===== config.mk =====
export PLATFORM = sky130hd
export DESIGN_NAME = mult_div_unit
export DESIGN_NICKNAME = d
export VERILOG_FILES = /design/src/rtl/mult_div_pkg.sv /design/src/rtl/mult_div_abs.sv /design/src/rtl/mult_div_unit.sv
export SDC_FILE = /design/constraint.sdc
export NUM_CORES = 1
export LEC_CHECK = 0
export BUFFER_PORTS_ARGS = -buffer_cell sky130_fd_sc_hd__buf_2
export CELL_PAD_IN_SITES_DETAIL_PLACEMENT = 1
export CELL_PAD_IN_SITES_GLOBAL_PLACEMENT = 1
export CORE_MARGIN = 5
export CORE_UTILIZATION = 51
export DETAILED_ROUTE_END_ITERATION = 16
export GPL_TIMING_DRIVEN = 0
export PLACE_DENSITY = 0.9
export REMOVE_ABC_BUFFERS = 1
export SLEW_MARGIN = 15
export SYNTH_ARGS = -nofsm -noshare
export SYNTH_HDL_FRONTEND = slang
export SYNTH_HIERARCHICAL = 1
export SYNTH_SLANG_ARGS = --single-unit

===== constraint.sdc =====
create_clock -name clk -period 9.05 [get_ports clk]
set_input_delay 0.905 -clock clk [delete_from_list [all_inputs] [get_ports clk]]
set_output_delay 0.905 -clock clk [all_outputs]
set_load 0.01 [all_outputs]

===== src/rtl/mult_div_pkg.sv =====
// Shared types and constants for the iterative multiply/divide unit.
// Optional build macro: MULTDIV_UNSIGNED_EN (adds multu/divu support).
package mult_div_pkg;

   localparam int WIDTH_DEF       = 32;
   localparam int LATENCY_MULT    = WIDTH_DEF + 3;
   localparam int LATENCY_DIVZERO = 1;

   typedef enum logic [2:0] {
      IDLE,
      LOAD,
      ITER,
      FIX,
      DONE
   } state_t;

endpackage


===== src/rtl/mult_div_abs.sv =====
// Combinational magnitude extract / conditional two's-complement negate.
// With sgn set a negative val yields its magnitude; flip forces a negate.
module mult_div_abs #(
   parameter int W = 32
) (
   input  logic [W-1:0] val,
   input  logic         sgn,
   input  logic         flip,
   output logic [W-1:0] res
);

   logic neg;

   assign neg = (sgn & val[W-1]) ^ flip;
   assign res = neg ? (~val + 1'b1) : val;

endmodule


===== src/rtl/mult_div_unit.sv =====
// Iterative signed multiply / restoring divide writing HI/LO.
// Optional build macro: MULTDIV_UNSIGNED_EN (adds is_unsigned input).
module mult_div_unit
   import mult_div_pkg::*;
#(
   parameter int WIDTH = WIDTH_DEF,
   parameter int CNT_W = 6
) (
   input  logic             clk,
   input  logic             reset_n,
   input  logic             start,
   input  logic             op_div,
`ifdef MULTDIV_UNSIGNED_EN
   input  logic             is_unsigned,
`endif
   input  logic [WIDTH-1:0] a_in,
   input  logic [WIDTH-1:0] b_in,
   output logic             busy,
   output logic             done,
   output logic             div_zero,
   output logic [WIDTH-1:0] hi,
   output logic [WIDTH-1:0] lo
);

   state_t state, state_nx;

   logic [CNT_W-1:0] cnt;
   logic             op_q, sa_q, sb_q;
   logic [WIDTH-1:0] ma_q, mb_q;
   logic [WIDTH-1:0] acc_hi, acc_lo;

   logic             uns, sa, sb, b_zero;
   logic [WIDTH-1:0] ma, mb;

`ifdef MULTDIV_UNSIGNED_EN
   assign uns = is_unsigned;
`else
   assign uns = 1'b0;
`endif

   assign sa     = a_in[WIDTH-1] & ~uns;
   assign sb     = b_in[WIDTH-1] & ~uns;
   assign b_zero = (b_in == '0);

   mult_div_abs #(.W(WIDTH)) u_abs_a (
      .val  (a_in),
      .sgn  (~uns),
      .flip (1'b0),
      .res  (ma)
   );

   mult_div_abs #(.W(WIDTH)) u_abs_b (
      .val  (b_in),
      .sgn  (~uns),
      .flip (1'b0),
      .res  (mb)
   );

   // Sign correction applied in FIX
   logic [2*WIDTH-1:0] prod_fix;
   logic [WIDTH-1:0]   quo_fix, rem_fix;

   mult_div_abs #(.W(2*WIDTH)) u_fix_prod (
      .val  ({acc_hi, acc_lo}),
      .sgn  (1'b0),
      .flip (sa_q ^ sb_q),
      .res  (prod_fix)
   );

   mult_div_abs #(.W(WIDTH)) u_fix_quo (
      .val  (acc_lo),
      .sgn  (1'b0),
      .flip (sa_q ^ sb_q),
      .res  (quo_fix)
   );

   mult_div_abs #(.W(WIDTH)) u_fix_rem (
      .val  (acc_hi),
      .sgn  (1'b0),
      .flip (sa_q),
      .res  (rem_fix)
   );

   // One shift-add step: add multiplicand on LSB, shift product right
   logic [WIDTH:0]     madd;
   logic [2*WIDTH-1:0] mult_nx;

   assign madd    = {1'b0, acc_hi} +
                    (acc_lo[0] ? {1'b0, ma_q} : {(WIDTH+1){1'b0}});
   assign mult_nx = {madd, acc_lo[WIDTH-1:1]};

   // One restoring step: remainder < divisor so WIDTH-bit subtract suffices
   logic [WIDTH:0]     shl;
   logic [WIDTH-1:0]   sub;
   logic               ge;
   logic [2*WIDTH-1:0] div_nx;

   assign shl    = {acc_hi, acc_lo[WIDTH-1]};
   assign sub    = shl[WIDTH-1:0] - mb_q;
   assign ge     = (shl >= {1'b0, mb_q});
   assign div_nx = ge ? {sub, acc_lo[WIDTH-2:0], 1'b1}
                      : {shl[WIDTH-1:0], acc_lo[WIDTH-2:0], 1'b0};

   always_ff @(posedge clk) begin
      if (!reset_n) state <= IDLE;
      else          state <= state_nx;
   end

   always_comb begin
      state_nx = state;
      busy     = 1'b0;
      unique case (state)
         IDLE: begin
            if (start) state_nx = (op_div && b_zero) ? DONE : LOAD;
         end
         LOAD: begin
            busy     = 1'b1;
            state_nx = ITER;
         end
         ITER: begin
            busy = 1'b1;
            if (cnt == CNT_W'(WIDTH-1)) state_nx = FIX;
         end
         FIX: begin
            busy     = 1'b1;
            state_nx = DONE;
         end
         DONE:    state_nx = IDLE;
         default: state_nx = IDLE;
      endcase
   end

   always_ff @(posedge clk) begin
      if (!reset_n) begin
         cnt      <= '0;
         op_q     <= 1'b0;
         sa_q     <= 1'b0;
         sb_q     <= 1'b0;
         ma_q     <= '0;
         mb_q     <= '0;
         acc_hi   <= '0;
         acc_lo   <= '0;
         hi       <= '0;
         lo       <= '0;
         div_zero <= 1'b0;
         done     <= 1'b0;
      end else begin
         done <= (state == DONE);
         unique case (state)
            IDLE: begin
               if (start) begin
                  op_q     <= op_div;
                  sa_q     <= sa;
                  sb_q     <= sb;
                  ma_q     <= ma;
                  mb_q     <= mb;
                  cnt      <= '0;
                  div_zero <= op_div && b_zero;
               end
            end
            LOAD: begin
               acc_hi <= '0;
               acc_lo <= op_q ? ma_q : mb_q;
            end
            ITER: begin
               cnt <= cnt + 1'b1;
               if (op_q) {acc_hi, acc_lo} <= div_nx;
               else      {acc_hi, acc_lo} <= mult_nx;
            end
            FIX: begin
               if (op_q) begin
                  hi <= rem_fix;
                  lo <= quo_fix;
               end else begin
                  {hi, lo} <= prod_fix;
               end
            end
            default: ;
         endcase
      end
   end

endmodule


==> results of run 1 <==
## metal layers
| layer | track usage, % | share of wire [%] | routed length [µm] | vias to the layer above |
|---|---|---|---|---|
| met5 | 0 | 0 | 0 | - |
| met4 | 17.4 | 5.6 | 3910 | 0 |
| met3 | 5.19 | 7.4 | 5150 | 222 |
| met2 | 57.2 | 47 | 32800 | 782 |
| met1 | 42.4 | 40 | 27800 | 9027 |
| li1 | - | - | - | 8195 |
## synth_stat cells (70+ instances only)
library cell	count	area [µm²]
nand2_1	311	1170
dfxtp_1	206	4120
nor2_1	178	668
xnor2_1	154	1350
o21ai_0	103	515
a21oi_1	99	495
clkbuf_1	91	342
xor2_1	89	780
a21boi_0	72	541
inv_1	72	270
mux2i_1	72	721
ha_1	70	876
## cells by family after synthesis
family | synth area share [%]
AOI/OAI and AO/OA | 23.7
buffers and inverters | 4.52
DFF | 22.6
other | 0.0411
muxes | 7.83
and+or+nand+nor | 24.6
xor gates and xnor gates | 11.7
adders and majority gates | 5.01
## area by class of cell
type / count / share of cell area (%)
diodes: 1 / 0.0123
clock buffers: 31 / 3.47
clock inverters: 17 / 1.13
inverters: 72 / 1.32
multi-input cells: 1826 / 65.8
flip-flops and latches: 206 / 20.2
well taps: 461 / 2.82
repair buffers: 156 / 5.20
## path summary, 6_finish.rpt
| kind | endpoint | startpoint | slack [ns] |
|---|---|---|---|
| worst min-delay path | ma_q[10] | ma_q[10] | 0.49 |
| worst min register to register | ma_q[10] | ma_q[10] | 0.49 |
| worst max-delay path | acc_hi[31] | acc_lo[0] | 4.57 |
| worst max register to register | acc_hi[31] | acc_lo[0] | 4.57 |
## power groups by stage
stage               logic (µW)  registers [µW]  clock network [µW]
floorplan                 1060            1140                   0
global placement          1380            1230                   0
detailed placement        1480            1220                   0
CTS                       1530            1210                1180
global route              1670            1220                1220
finish                    1560            1220                1170
## stage by stage
step / cells / area (µm²)
finish: 2770 / 20400
global route: 2769 / 20400
CTS: 2769 / 20400
detailed placement: 2721 / 19500
global placement: 2699 / 19000
floorplan: 2104 / 17700
## sequential cells by signal, summed over array words and instances (netlist names)
| register | cells |
|---|---|
| acc_hi | 32 |
| acc_lo | 32 |
| cnt | 6 |
| div_zero | 1 |
| done | 1 |
| hi | 32 |
| lo | 32 |
| ma_q | 32 |
| mb_q | 32 |
| op_q | 1 |
| sa_q | 1 |
| sb_q | 1 |
| state | 3 |
## worst min-delay path, cell delays in order, from the launching register on
cell      delay [ns]
dfxtp_1         0.32
nand2_1         0.05
a21boi_0        0.07
==> flow_summary.yaml, run 1 <==
floorplanning:
  die_w_um: 199
  coreArea_um2: 35500
  io_pins: 135
  start_util_pct: 51.5
  die_y_um: 199
  rows: 69
  dieArea_um2: 39700
layout:
  multi_input_area_um2: 13400
  drive_gt1_share_pct: 15.6
  fill_cells: 4279
  utilization_pct: 57.6
  layout_commonest_cell: "nand2_1"
  register_area_um2: 4130
  area_growth_pct: 11.8
  final_nets: 2428
  final_cell_mix: "nand2_1 (311), dfxtp_1 (204), nor2_1 (176), xnor2_1 (149), buf_2 (133)"
global_routing:
  grt_antenna_before_repair: 1
  grt_pass1_wl_mm: 108
  grt_overflow: 0
  grtUsageTotal_pct: 34.1
  grt_max_degree: 114
  grt_pass1_vias: 18900
worst_setup_path:
  critical_path_depth: 13
  startpoint_type: "flop"
  path_class: "flop to flop"
  crit_buf_inv: 1
  slowest_stage: "dfxtp_2"
  critical_path_required_ns: 9.52
  worst_setup_path_end_kind: "flop"
  cp_top_family: "compound AO/OA/AOI/OAI gates"
  ff2ff_path_depth: 13
  worstPathMaxFanout: 40
  cp_cell_sequence: "and2_1 -> ha_1 -> inv_1 -> fa_1 -> nand2b_1 -> a21oi_1 -> o21ai_1 -> o211ai_2 -> a31oi_2 -> nor4b_1 -> o31a_1 -> o311ai_0 -> a22oi_1"
  cp.arrival_ns: 4.96
  max_stage_delay_ns: 0.89
timing:
  holdWs_ns: 0.489
  tightest_slew_ns: 1.23
  finalWorstSetupSlack_ns: 4.57
  period_share_pct: 49.5
  final.setup.tns_ns: 0
  setup_viol_count_final: 0
  fin_skew_ns: 0.0245
  rsz0062_at_grt: "no"
  hold_violations: 0
  fin_crit_ns: 4.48
  report.final.slew_viol_count: 0
  slew_headroom_pct: 17.5
  fmax_mhz: 223
route:
  num_vias: 18200
  firstDrtPassIters: 5
  finalWirelength_mm: 69.8
  ant_nets: 0
  drc: 0
  viasPerCell: 6.58
  drtIter0Drc: 1382
  routedWlPerCell_um: 25.2
placement:
  io_buffers: 134
  hpwlAfterDp_mm: 50.8
  gp_congestion: 1.02
  post-place-ws_ns: 4.88
pwr:
  ir_drop_uv: 210
  p_leak_uw: 0.00900
  p_per_area_nw_per_um2: 193
  comb_power_share_pct: 39.5
  power_frac_seq_pct: 30.9
  p_sw_uw: 1630
  finalPower_uw: 3940
  clock_power_share_pct: 29.6
  intPower_uw: 2310
  p_sw_share_pct: 41.3
clock_network:
  clockRootBuffer: "clkbuf_16"
  cts_hold_buf: 0
  numCtsBuffers: 26
  cts_tree: "done"
  postCtsResizedCells: 0
  path_clk_slew_ns: 0.06
  htreeDepth: 1
  cts_buffer_depth: 3
  post_cts_buffers: 0
  clk_latency_ns: 0.57
  clock_sinks: 206
synth:
  yosys.cell_types.count: 94
  syn_area_per_cell_um2: 8.23
  synth_warnings: 6
  syn-cell-area_um2: 18300
  synthFlopType: "dfxtp_1"
  synth_cells: 2220
  seq_area_frac_synth_pct: 22.6
  async_flop_share_pct: 0
  synth_edf_count: 0
  ys_ff_latch: 206
hold_path:
  min_path_cells: 2
  hp-class: "flop to flop"
run_status:
  status: "complete, no violations"
run:
  drv_cap: 0
Power figures use the tool's default switching activity.
==> run 2, diff against run 1 <==
Settings changed: ABC_AREA from default to 1, CORE_UTILIZATION 51 to 43, PLACE_DENSITY 0.9 to 0.84.
Clock period 9.05 ns to 4.4 ns, I/O delays scaled along.
==> run 2 against run 1 <==
Worst setup slack lost 3.9 ns. Sequential share of layout area is 2.2 points lower. Utilization down 9.6 points. Critical endpoint is now acc_hi[19]. Clock power is 97% higher. Final cell count increased by 60%.
==> flow_summary.yaml, run 2 <==
synth:
  synthAdderAreaFrac_pct: 4.39
  synth_edf_count: 0
  synth_xor_area_share_pct: 3.98
  syn-cell-area_um2: 20900
  syn_area_per_cell_um2: 5.56
  synth_top_area_share_pct: 21.9
  synth_compound_area_share_pct: 16.4
  synthMuxAreaShare_pct: 0
  synth_top_family_by_area: "simple AND/OR/NAND/NOR gates"
  async_flop_share_pct: 0
  synth_area_leaders: "nand2_1 (22%), dfxtp_1 (20%), nor2_1 (9.0%)"
  synthFlopType: "dfxtp_1"
  ys_top_cells_by_count: "nand2_1 (1216), nor2_1 (498), inv_1 (421), o21ai_0 (271), nand3_1 (261)"
  ys_ff_latch: 206
  synth_area_leader_cell: "nand2_1"
  synth_cells: 3755
  seq_area_frac_synth_pct: 19.8
  yosys.cell_types.count: 53
  yosys.area_share.simple_pct: 44.2
  synth.most_common_cell: "nand2_1"
  synth_warnings: 6
route:
  drtIter0Drc: 1776
  firstDrtPassIters: 5
  ant_nets: 0
  num_vias: 25000
  routedWlPerCell_um: 19.4
  viasPerCell: 5.63
  finalWirelength_mm: 86.2
  drc: 0
timing:
  fmax_mhz: 271
  tightest_slew_ns: 1.14
  period_share_pct: 84.0
  rsz0062_at_grt: "no"
  fin_skew_ns: 0.0304
  hold_violations: 0
  report.final.slew_viol_count: 0
  slew_headroom_pct: 23.6
  fin_crit_ns: 3.69
  setup_viol_count_final: 0
  final.setup.tns_ns: 0
layout:
  register_area_um2: 4130
  drive_gt1_share_pct: 8.57
  diodes: 0
  fill_cells: 6985
  finalNonFillerCells: 4442
  final_cell_mix: "nand2_1 (1216), nor2_1 (497), inv_1 (418), o21ai_0 (271), nand3_1 (261)"
  layout_commonest_cell: "nand2_1"
  multi_input_area_um2: 14500
  final_nets: 3948
  area_growth_pct: 9.93
clock_network:
  cts_buffer_depth: 3
  clockRootBuffer: "clkbuf_16"
  clock_sinks: 206
  postCtsResizedCells: 0
  cts_tree: "done"
  htreeDepth: 1
  cts_hold_buf: 0
  path_clk_slew_ns: 0.06
  clk_latency_ns: 0.57
  post_cts_buffers: 0
  numCtsBuffers: 27
global_routing:
  grt_overflow: 0
  grt_antenna_before_repair: 0
  grt_pass1_wl_mm: 133
  grt_pass1_vias: 24500
  grt_max_degree: 115
  grtUsageTotal_pct: 31.1
worst_setup_path:
  critical_path_required_ns: 4.84
  startpoint_type: "flop"
  path_class: "flop to flop"
  cp.arrival_ns: 4.13
  max_stage_delay_ns: 0.93
  cp_cell_sequence: "ha_1 -> nand2_1 -> nand2_1 -> nand2_1 -> nand2_1 -> a21oi_4 -> nor2_4 -> nor2_8 -> nand2_8 -> nor2_1 -> nand2_1 -> nand2_1 -> nor2_1 -> nor2_1 -> nor2_1"
  worstPathMaxFanout: 33
  worst_setup_path_end_kind: "flop"
  worstReg2RegStart: "acc_hi[17]"
  cpMostUsedCell: "nand2_1"
  slowest_stage: "dfxtp_1"
  startpoint: "acc_hi[17]"
floorplanning:
  die_y_um: 230
  io_pins: 135
  coreArea_um2: 47800
  rows: 80
  start_util_pct: 43.6
  die_w_um: 230
  dieArea_um2: 53000
pwr:
  p_per_area_nw_per_um2: 447
  intPower_uw: 5140
  p_sw_share_pct: 49.8
  clock_power_share_pct: 22.6
  comb_power_share_pct: 52.1
  p_leak_uw: 0.0114
  power_frac_seq_pct: 25.3
  ir_drop_uv: 221
  p_sw_uw: 5110
hold_path:
  hp-class: "input pin to flop"
  min_from: "b_in[0]"
run:
  drv_cap: 0
placement:
  hpwlAfterDp_mm: 65.7
  gp_congestion: 0.940
  placedCellCount: 4394
  io_buffers: 134
run_status:
  status: "complete, no violations"
[run 2: cell families (layout without fill, tap and decap cells)]
logic type                 after synthesis  count (layout)
AOI/OAI and AO/OA                      631             631
xor gates and xnor gates                94              94
adders and majority gates               72              72
buffers and inverters                  578             638
DFF                                    206             206
other                                    2              14
and+or+nand+nor                       2172            2172
[run 2: cell type report]
class	count	area share [%]
multi-input combinational	2983	63.1
timing repair buffer	153	4.38
sequential	206	18.0
tap	615	3.35
clock buffer	37	3.33
inverter	437	7.23
clock inverter	11	0.649
[run 2: stage by stage]
step | hold slack, ns | cell area [µm²] | worst slack (ns) | util, % | total power (µW)
global placement | 0.455 | 21700 | -6.42 | 45.3 | 7610
detailed placement | 0.467 | 22000 | 0.797 | 46.0 | 7810
global route | 0.149 | 22900 | 0.528 | 47.9 | 10900
CTS | 0.111 | 22900 | 0.790 | 47.9 | 10200
floorplan | 0.444 | 20200 | -2.22 | - | 6100
finish | 0.134 | 22900 | 0.706 | 47.9 | 10300
[run 2: routing by layer]
metal | up-vias | part of all wire, % | GRT usage, %
met3 | 233 | 5.5 | 3.84
met5 | - | 0 | 0
met4 | 0 | 6.4 | 17.3
met2 | 760 | 46 | 52.8
li1 | 12100 | - | -
met1 | 11900 | 42 | 38.4
[run 2: worst paths after layout]
kind,cells after the start,end,slack [ns]
max,15,acc_hi[19],0.71
min reg2reg,2,div_zero,0.47
max reg2reg,15,acc_hi[19],0.71
min,3,mb_q[0],0.13
[run 2: critical path, delay by kind of cell (launching register included)]
kind | cells | cell delay, ns
adder cells (fa/ha/maj) | 1 | 0.45
AND/OR/NAND/NOR | 13 | 1.94
flip-flops | 1 | 0.93
AO/OA/AOI/OAI | 1 | 0.22
[run 2: power by group through the flow]
| stage | clock [µW] | sequential, µW | combinational, µW |
|---|---|---|---|
| floorplan | 0 | 2410 | 3690 |
| global placement | 0 | 2640 | 4970 |
| detailed placement | 0 | 2600 | 5210 |
| CTS | 2350 | 2560 | 5250 |
| global route | 2430 | 2610 | 5890 |
| finish | 2310 | 2590 | 5340 |
